--- src/rtl/serial_adder_pkg.sv ---
// Shared definitions for the bit-serial adder sequencer: FSM state encoding
// and the bit-counter width helper.
package serial_adder_pkg;

    // Two-bit state encoding, kept as named constants so the enum and any
    // debug/probe logic agree on the values.
    localparam logic [1:0] ENC_IDLE  = 2'b00;
    localparam logic [1:0] ENC_SHIFT = 2'b01;
    localparam logic [1:0] ENC_DONE  = 2'b10;

    typedef enum logic [1:0] {
        IDLE  = ENC_IDLE,
        SHIFT = ENC_SHIFT,
        DONE  = ENC_DONE
    } state_t;

    // Counter must be able to represent 0..WIDTH without wrapping.
    function automatic int cnt_width(input int width);
        return $clog2(width + 1);
    endfunction

endpackage

--- src/rtl/serial_adder_ctrl_fa_cell.sv ---
// fa_cell: purely combinational 1-bit full adder, {co,s} = x + y + ci.
// A single instance is time-shared by serial_adder_ctrl.
module fa_cell (
    input  logic x,
    input  logic y,
    input  logic ci,
    output logic s,
    output logic co
);

    assign {co, s} = {1'b0, x} + {1'b0, y} + {1'b0, ci};

endmodule

--- src/rtl/serial_adder_ctrl.sv ---
// serial_adder_ctrl: bit-serial WIDTH-bit adder. Operands are captured on an
// accepted start, walked LSB to MSB through one fa_cell with a registered
// carry, and the result is presented with a one-cycle done pulse.
// Optional macro SERIAL_ADDER_SUB_EN adds a 'sub' input selecting a - b.
module serial_adder_ctrl
    import serial_adder_pkg::*;
#(
    parameter int WIDTH = 8
) (
    input  logic             clk,
    input  logic             rst_n,
    input  logic             start,
`ifdef SERIAL_ADDER_SUB_EN
    input  logic             sub,
`endif
    input  logic [WIDTH-1:0] a,
    input  logic [WIDTH-1:0] b,
    input  logic             cin,
    output logic             busy,
    output logic             done,
    output logic [WIDTH-1:0] sum,
    output logic             cout
);

    localparam int             CW   = cnt_width(WIDTH);
    localparam logic [CW-1:0]  LAST = CW'(WIDTH - 1);

    state_t           state;
    logic [WIDTH-1:0] opa;
    logic [WIDTH-1:0] opb;
    logic [WIDTH-1:0] work;
    logic [WIDTH-1:0] work_next;
    logic             carry;
    logic [CW-1:0]    cnt;
    logic             cell_s;
    logic             cell_co;
    logic [WIDTH-1:0] b_load;
    logic             c_load;

    // Operand B and initial carry as loaded on start; subtraction is a + ~b + 1.
`ifdef SERIAL_ADDER_SUB_EN
    assign b_load = sub ? ~b : b;
    assign c_load = sub ? 1'b1 : cin;
`else
    assign b_load = b;
    assign c_load = cin;
`endif

    fa_cell u_fa (
        .x  (opa[0]),
        .y  (opb[0]),
        .ci (carry),
        .s  (cell_s),
        .co (cell_co)
    );

    // Working result after this cycle's bit enters at the MSB.
    always_comb begin
        // NOTE: assign a full default first so no path leaves work_next
        // unassigned (which would infer a latch).
        work_next            = work >> 1;
        work_next[WIDTH-1]   = cell_s;
    end

    // Sequencer FSM with registered busy/done/sum/cout.
    always_ff @(posedge clk) begin
        // NOTE: reset is sampled on the clock edge only; state registers use
        // non-blocking assignments so every register sees pre-edge values.
        if (!rst_n) begin
            state <= IDLE;
            opa   <= '0;
            opb   <= '0;
            work  <= '0;
            carry <= 1'b0;
            cnt   <= '0;
            busy  <= 1'b0;
            done  <= 1'b0;
            sum   <= '0;
            cout  <= 1'b0;
        end else begin
            case (state)
                IDLE: begin
                    if (start) begin
                        opa   <= a;
                        opb   <= b_load;
                        carry <= c_load;
                        work  <= '0;
                        cnt   <= '0;
                        busy  <= 1'b1;
                        state <= SHIFT;
                    end
                end
                SHIFT: begin
                    opa   <= opa >> 1;
                    opb   <= opb >> 1;
                    carry <= cell_co;
                    work  <= work_next;
                    cnt   <= cnt + CW'(1);
                    if (cnt == LAST) begin
                        // Last bit: result becomes visible together with done.
                        sum   <= work_next;
                        cout  <= cell_co;
                        busy  <= 1'b0;
                        done  <= 1'b1;
                        state <= DONE;
                    end
                end
                DONE: begin
                    done  <= 1'b0;
                    state <= IDLE;
                end
                default: begin
                    busy  <= 1'b0;
                    done  <= 1'b0;
                    state <= IDLE;
                end
            endcase
        end
    end

endmodule

--- config.mk ---
export PLATFORM = sky130hd
export DESIGN_NAME = serial_adder_ctrl
export DESIGN_NICKNAME = d
export VERILOG_FILES = /design/src/rtl/serial_adder_pkg.sv /design/src/rtl/serial_adder_ctrl_fa_cell.sv /design/src/rtl/serial_adder_ctrl.sv
export SDC_FILE = /design/constraint.sdc
export NUM_CORES = 1
export LEC_CHECK = 0
export BUFFER_PORTS_ARGS = -buffer_cell sky130_fd_sc_hd__clkbuf_2
export CAP_MARGIN = 0
export CORE_UTILIZATION = 40
export DETAILED_ROUTE_END_ITERATION = 6
export MAX_ROUTING_LAYER = met4
export PLACE_DENSITY = 0.57
export SLEW_MARGIN = 15
export SYNTH_ARGS = -nofsm -noshare
export SYNTH_HDL_FRONTEND = slang
export SYNTH_SLANG_ARGS = --single-unit
--- constraint.sdc ---
create_clock -name clk -period 1.6 [get_ports clk]
set_clock_uncertainty 0.15 [all_clocks]
set_input_delay 0.24 -clock clk [delete_from_list [all_inputs] [get_ports clk]]
set_output_delay 0.24 -clock clk [all_outputs]
set_load 0.02 [all_outputs]
# Word level (Yosys, flattened, before mapping)
# Index checks and enable logic that the tools add are counted.
# classes
eq_ne	5
n_mux	18
reduce_logical	7
addsub	3
bitwise	2
# ops
op	n
8-bit one-hot mux with 2 select lines	3
8-bit 2-to-1 mux	3
4-bit one-hot mux with 2 select lines	1
2-bit AND reduction	4
4-bit by 1-bit adder with 4-bit output, second input constant	1
4-bit by 3-bit == test with 1-bit output, second input constant	1
1-bit 2-to-1 mux	4
2-bit 2-to-1 mux	2
4-bit 2-to-1 mux	1
2-bit inequality test, second input constant	2
1-bit one-hot mux with 2 select lines	2
2-bit one-hot mux with 2 select lines	1
1-bit one-hot mux with 3 select lines	1
3-bit AND reduction	1
1-bit by 1-bit adder with 2-bit output	1
2-bit by 1-bit adder with 2-bit output	1
2-bit by 1-bit == test with 1-bit output, second input constant	1
2-bit == test, second input constant	1
2-bit zero test	1
1-bit NOT	2
2-bit nonzero test	1
# totals
input_bits	20
wordCells	45
register_bits	42
out_inout_bits	11

# Depth between registers and ports, before layout
# logic_depth
ltp_word	3
depth_mapped	6
ltp_nobuf	4

# Cells and area by module
# From an unflattened synthesis, not the netlist that was laid out.
# unflattened
cells_unflattened	188
hier_area_um2	1717.9
# modules_own_cells
module	area_per_inst_um2	cells_each	instances	seq_area_each_um2
serial_adder_ctrl	1697.9	187	1	820.8
fa_cell	20.0	1	1	0.0

# Least setup slack after synthesis
# No wires, ideal clock.
# synth_path
kind	register to register
from	register cnt[0]
to	register cout
n_path_buf	0
period_less_slack_ps	1381
path_slack_ps	219
arrival_time_ps	1160
path_stages_with_launch	5
cell_sequence	dfxtp_1 -> ha_1 -> nand3b_1 -> nor2_8 -> mux2i_1
# synth_via
elab_chain_cells	2
# synth_lines
element	line_no	rtl
from (decl)	serial_adder_ctrl.sv:34	logic [CW-1:0] cnt;
from (signal assigned)	serial_adder_ctrl.sv:98	cnt <= cnt + CW'(1);
4-bit by 3-bit == test with 1-bit output	serial_adder_ctrl.sv:99	if (cnt == LAST) begin
2-bit AND reduction (no source line)	n/a	
to (signal assigned)	serial_adder_ctrl.sv:102	cout <= cell_co;
to (decl)	serial_adder_ctrl.sv:22	output logic cout
# No other way between the ends.
# A chain may end at the register's enable or synchronous reset.

# Worst setup path after layout
# layout_path
from	register state[1]
to	register cnt[3]
# layout_via
elab_chain_cells	3
# layout_lines
element	line_no	rtl
from (decl)	serial_adder_ctrl.sv:28	state_t state;
from (signal assigned)	serial_adder_ctrl.sv:70	state <= IDLE;
from (signal assigned)	serial_adder_ctrl.sv:90	state <= SHIFT;
from (signal assigned)	serial_adder_ctrl.sv:105	state <= DONE;
2-bit by 1-bit == test with 1-bit output or 2-bit zero test (tied branches)	serial_adder_ctrl.sv:81	case (state)
2-bit nonzero test (no source line) or 2-bit inequality test (tied branches)	n/a	
2-bit AND reduction (no source line)	n/a	
# Parallel ways exist; a longest one is shown, timed or not.

==> out/summary.log <==
qor: logic_synthesis.synthAdderAreaFrac 0.0181
qor: sta.max_slew.worst_pin.slew 0.457 ns
qor: sta.hold_viol_final 0
qor: detailed_routing.vias 1571
qor: logic_synthesis.synth-compound-area-share 0.242
qor: logic_synthesis.largest_family_of_logic_cells_by_synthesized_area compound AO/OA/AOI/OAI gates
qor: logic_synthesis.syn_avg_cell_area 9.30 um^2
qor: layout.layout-drive-gt1-share 0.283
qor: floorplan.die_h 69.0 um
qor: worst_hold_path.worst_case_hold_path_end_point opa[2]
qor: detailed_routing.first_drt_pass_iteration_count 4
qor: floorplan.placeableCoreArea 4140 um^2
qor: logic_synthesis.synth.ff_latch_count 41
qor: power.leakagePower 0.851 nW
qor: cts.cts.root.buffer_cell sky130_fd_sc_hd__clkbuf_8
qor: logic_synthesis.yosys.area_share.xor_xnor 0
qor: setup_path.crit-reg2reg-launch state[1]
qor: sta.max_slew_margin_vs_limit 0.695
qor: setup_path.crit_path_start_kind flip-flop
qor: detailed_routing.drt-total-wl 4150 um
qor: layout.area_growth 20.4%
qor: setup_path.slowest_delay 0.40 ns
qor: logic_synthesis.postSynthNetCount 215
qor: floorplan.floorplan.die_area 4760 um^2
qor: placement.placement.cell_area 2020 um^2
qor: worst_hold_path.class_of_the_most_critical_hold_timing_path in -> reg
qor: sta.setup_viol 0
qor: setup_path.critPathRequiredTime 1.67 ns
qor: layout.final_cell_count_no_fill 280
qor: detailed_routing.post-route-drc-count 0
qor: layout.design.final.nets 251
qor: sta.timing.setup.tns 0 ns
qor: setup_path.worstRegToRegCells 3
qor: setup_path.r2r_setup_slack 0.1 ns
qor: logic_synthesis.muxShareOfSynthArea 0.0557
qor: cts.tritoncts.num_buffers 5
qor: cts.worstSkewPairLatency 0.30 ns
qor: logic_synthesis.synth.distinct_cells 32
qor: run_status.status completed
qor: layout.diode_count 0
qor: logic_synthesis.post_synth_inst_count 193
qor: sta.timing.final.crit_period 1.50 ns
qor: global_route.wire_length_of_the_first_global_routing_pass 6790 um
qor: detailed_routing.wl_met1 2050 um
qor: detailed_routing.drt_first_iter_violations 121
qor: power.cell_internal_pwr 0.00168 W
qor: floorplan.top_level_ports 31
qor: sta.final.period_utilization 0.940
qor: setup_path.critical_path_arrival 1.58 ns
qor: setup_path.worst_r2r_endpoint cnt[3]
qor: power.comb_power_share 0.102
qor: detailed_routing.route.met2.wl 1860 um
qor: power.power_switching_share 0.240
qor: sta.maxSlewViolCount 0
qor: layout.most_frequent_standard_cell_in_the_layout_excluding_fill_and_tap_cells sky130_fd_sc_hd__dfxtp_1
qor: layout.final_design_area_no_fill 2160 um^2
qor: detailed_routing.vias_per_cell 5.61
qor: worst_hold_path.hold_path_startpoint a[2]
qor: placement.place.port_buffers 30
qor: setup_path.crit_path_top_delay_cell sky130_fd_sc_hd__dfxtp_1
qor: power.power_density 1020 nW/um^2
qor: sta.unrepaired_setup_endpoints_after_global_routing no
qor: cts.cts_buffer_depth 2
qor: detailed_routing.topRoutingLayerUsed met4
qor: setup_path.critical_path_peak_fanout 19
qor: power.part_of_the_power_in_registers 0.501
qor: sta.fmax 0.665 GHz
qor: detailed_routing.drt-wirelength-per-cell 14.8 um
qor: floorplan.fp.dieW 69.0 um
qor: placement.gpl.final_weighted_congestion 0.755
qor: logic_synthesis.synth_area 1800 um^2
qor: global_route.grt_pass1_vias 1462
qor: layout.final_cell_mix sky130_fd_sc_hd__dfxtp_1 (41), sky130_fd_sc_hd__clkbuf_2 (30), sky130_fd_sc_hd__nand2_1 (20)
qor: logic_synthesis.synth-seq-area-share 0.457
qor: detailed_routing.routed_met3_length 177 um
qor: placement.placedCellCount 270
qor: setup_path.critical_path.cell_chain nand2b_4 > or3_1 > a31oi_1
qor: floorplan.initial_utilization 0.433
qor: logic_synthesis.synth.yosys.warnings 0
qor: setup_path.critPathKind reg -> reg
qor: power.irDropWorstVdd 0.000427 V
qor: global_route.grt_max_degree 35
qor: worst_hold_path.holdPathStages 3
qor: power.share_of_total_power_in_the_clock_network 0.398
qor: setup_path.timing.critical_path.to_type flip-flop
qor: placement.hpwlAfterDp 2800 um
qor: cts.clk_pin_slew 0.08 ns
qor: power.switchingPower 0.000529 W
qor: cts.tritoncts built
qor: global_route.grt_overflow_total 0
qor: cts.cts.sinks 41
qor: floorplan.placementRows 23
qor: detailed_routing.detail-route-antenna-nets 0
qor: sta.fin_hold_ws 0.0917 ns
qor: logic_synthesis.yosys.area_share.simple 0.173
qor: cts.htreeDepth 2
qor: global_route.grt_util_all_layers 0.202
qor: run.maxCapViolCount 0
qor: power.design_power_total 0.00221 W
qor: global_route.antenna_found_initial 0
qor: cts.post_cts_resized 0
[cell type report]
class                           instances  area [um^2]
Fill cell                             412         1980
Clock inverter                          2         37.5
Timing Repair Buffer                   44          255
Clock buffer                            6         82.6
Sequential cell                        41          821
Multi-Input combinational cell        133          888
Inverter                                4         15.0
Tap cell                               50         62.6
[metal layers]
layer,track usage,vias to the layer above
met5,-,-
met4,0.0689,0
met3,0.0592,5
met2,0.303,32
met1,0.257,753
li1,-,781
[metrics by stage]
stage | util | setup slack (ns)
after CTS | 0.517 | 0.0734
after detailed placement | 0.488 | 0.0526
final | 0.522 | 0.0962
after floorplan | - | 0.219
after global routing | 0.522 | 0.0262
after global placement | 0.488 | 0.0890
[worst max-delay path, delay by kind of cell, from the launching register on]
kind            cells  cell delay, ns
compound gates      1            0.17
flops               1            0.40
simple gates        2            0.71
[repair_timing]
| item | CTS | global route |
|---|---|---|
| hold endpoints to repair | 0 | 0 |
| setup endpoints to repair | 0 | 5 |
| setup buffers | 0 | 1 |
| hold buffers | 0 | 0 |
[cells in the mapped netlist (all sizes together)]
library cell	number	area share
ha	1	0.0070
o221ai	15	0.073
nand3	3	0.0084
fa	1	0.011
buf	7	0.026
clkbuf	9	0.020
mux2i	10	0.056
a31oi	1	0.0035
a21oi	17	0.047
dfxtp	41	0.46
nand2b	2	0.011
inv	3	0.0063
nor3b	1	0.0042
or3	1	0.0035
nor2	12	0.034
a22o	2	0.0098
o21ai	12	0.033
nor2b	4	0.014
o21bai	1	0.0042
nand3b	1	0.0042
or3b	10	0.049
clkinv	1	0.0021
nand2	20	0.042
o21a	2	0.0084
nor3	1	0.0028
o22ai	5	0.017
a32o	2	0.011
a22oi	8	0.033
[state kept, by name (all words and copies together), names as in the netlist]
register  count
cout          1
opb           8
cnt           4
carry         1
work          7
busy          1
sum           8
opa           8
done          1
state         2
[logic make-up (layout without fill, tap and decap cells)]
| group | count (synthesis) | after routing |
|---|---|---|
| AOI/OAI and AO/OA | 65 | 65 |
| and+or+nand+nor | 55 | 56 |
| DFF | 41 | 41 |
| buffers and inverters | 20 | 56 |
| muxes | 10 | 10 |
| adders and majority gates | 2 | 2 |
[power by group through the flow]
stage               clock network, W  logic [W]  registers [W]
global placement                   0   0.000215        0.00113
floorplan                          0   0.000153        0.00112
finish                      0.000877   0.000224        0.00110
detailed placement                 0   0.000223        0.00113
global route                0.000937   0.000253        0.00111
CTS                         0.000891   0.000224        0.00110
[how the worst max path moves through the flow]
stage	depth (start not counted)	slack, ns	start	end
after global routing	4	0.03	state[1]	opa[1]
after CTS	4	0.07	cnt[1]	sum[5]
after global placement	4	0.09	start	opb[1]
after floorplan	4	0.22	cnt[0]	cout
after detailed placement	4	0.05	start	opa[1]
final	3	0.1	state[1]	cnt[3]
(Power assumes the default switching activity.)
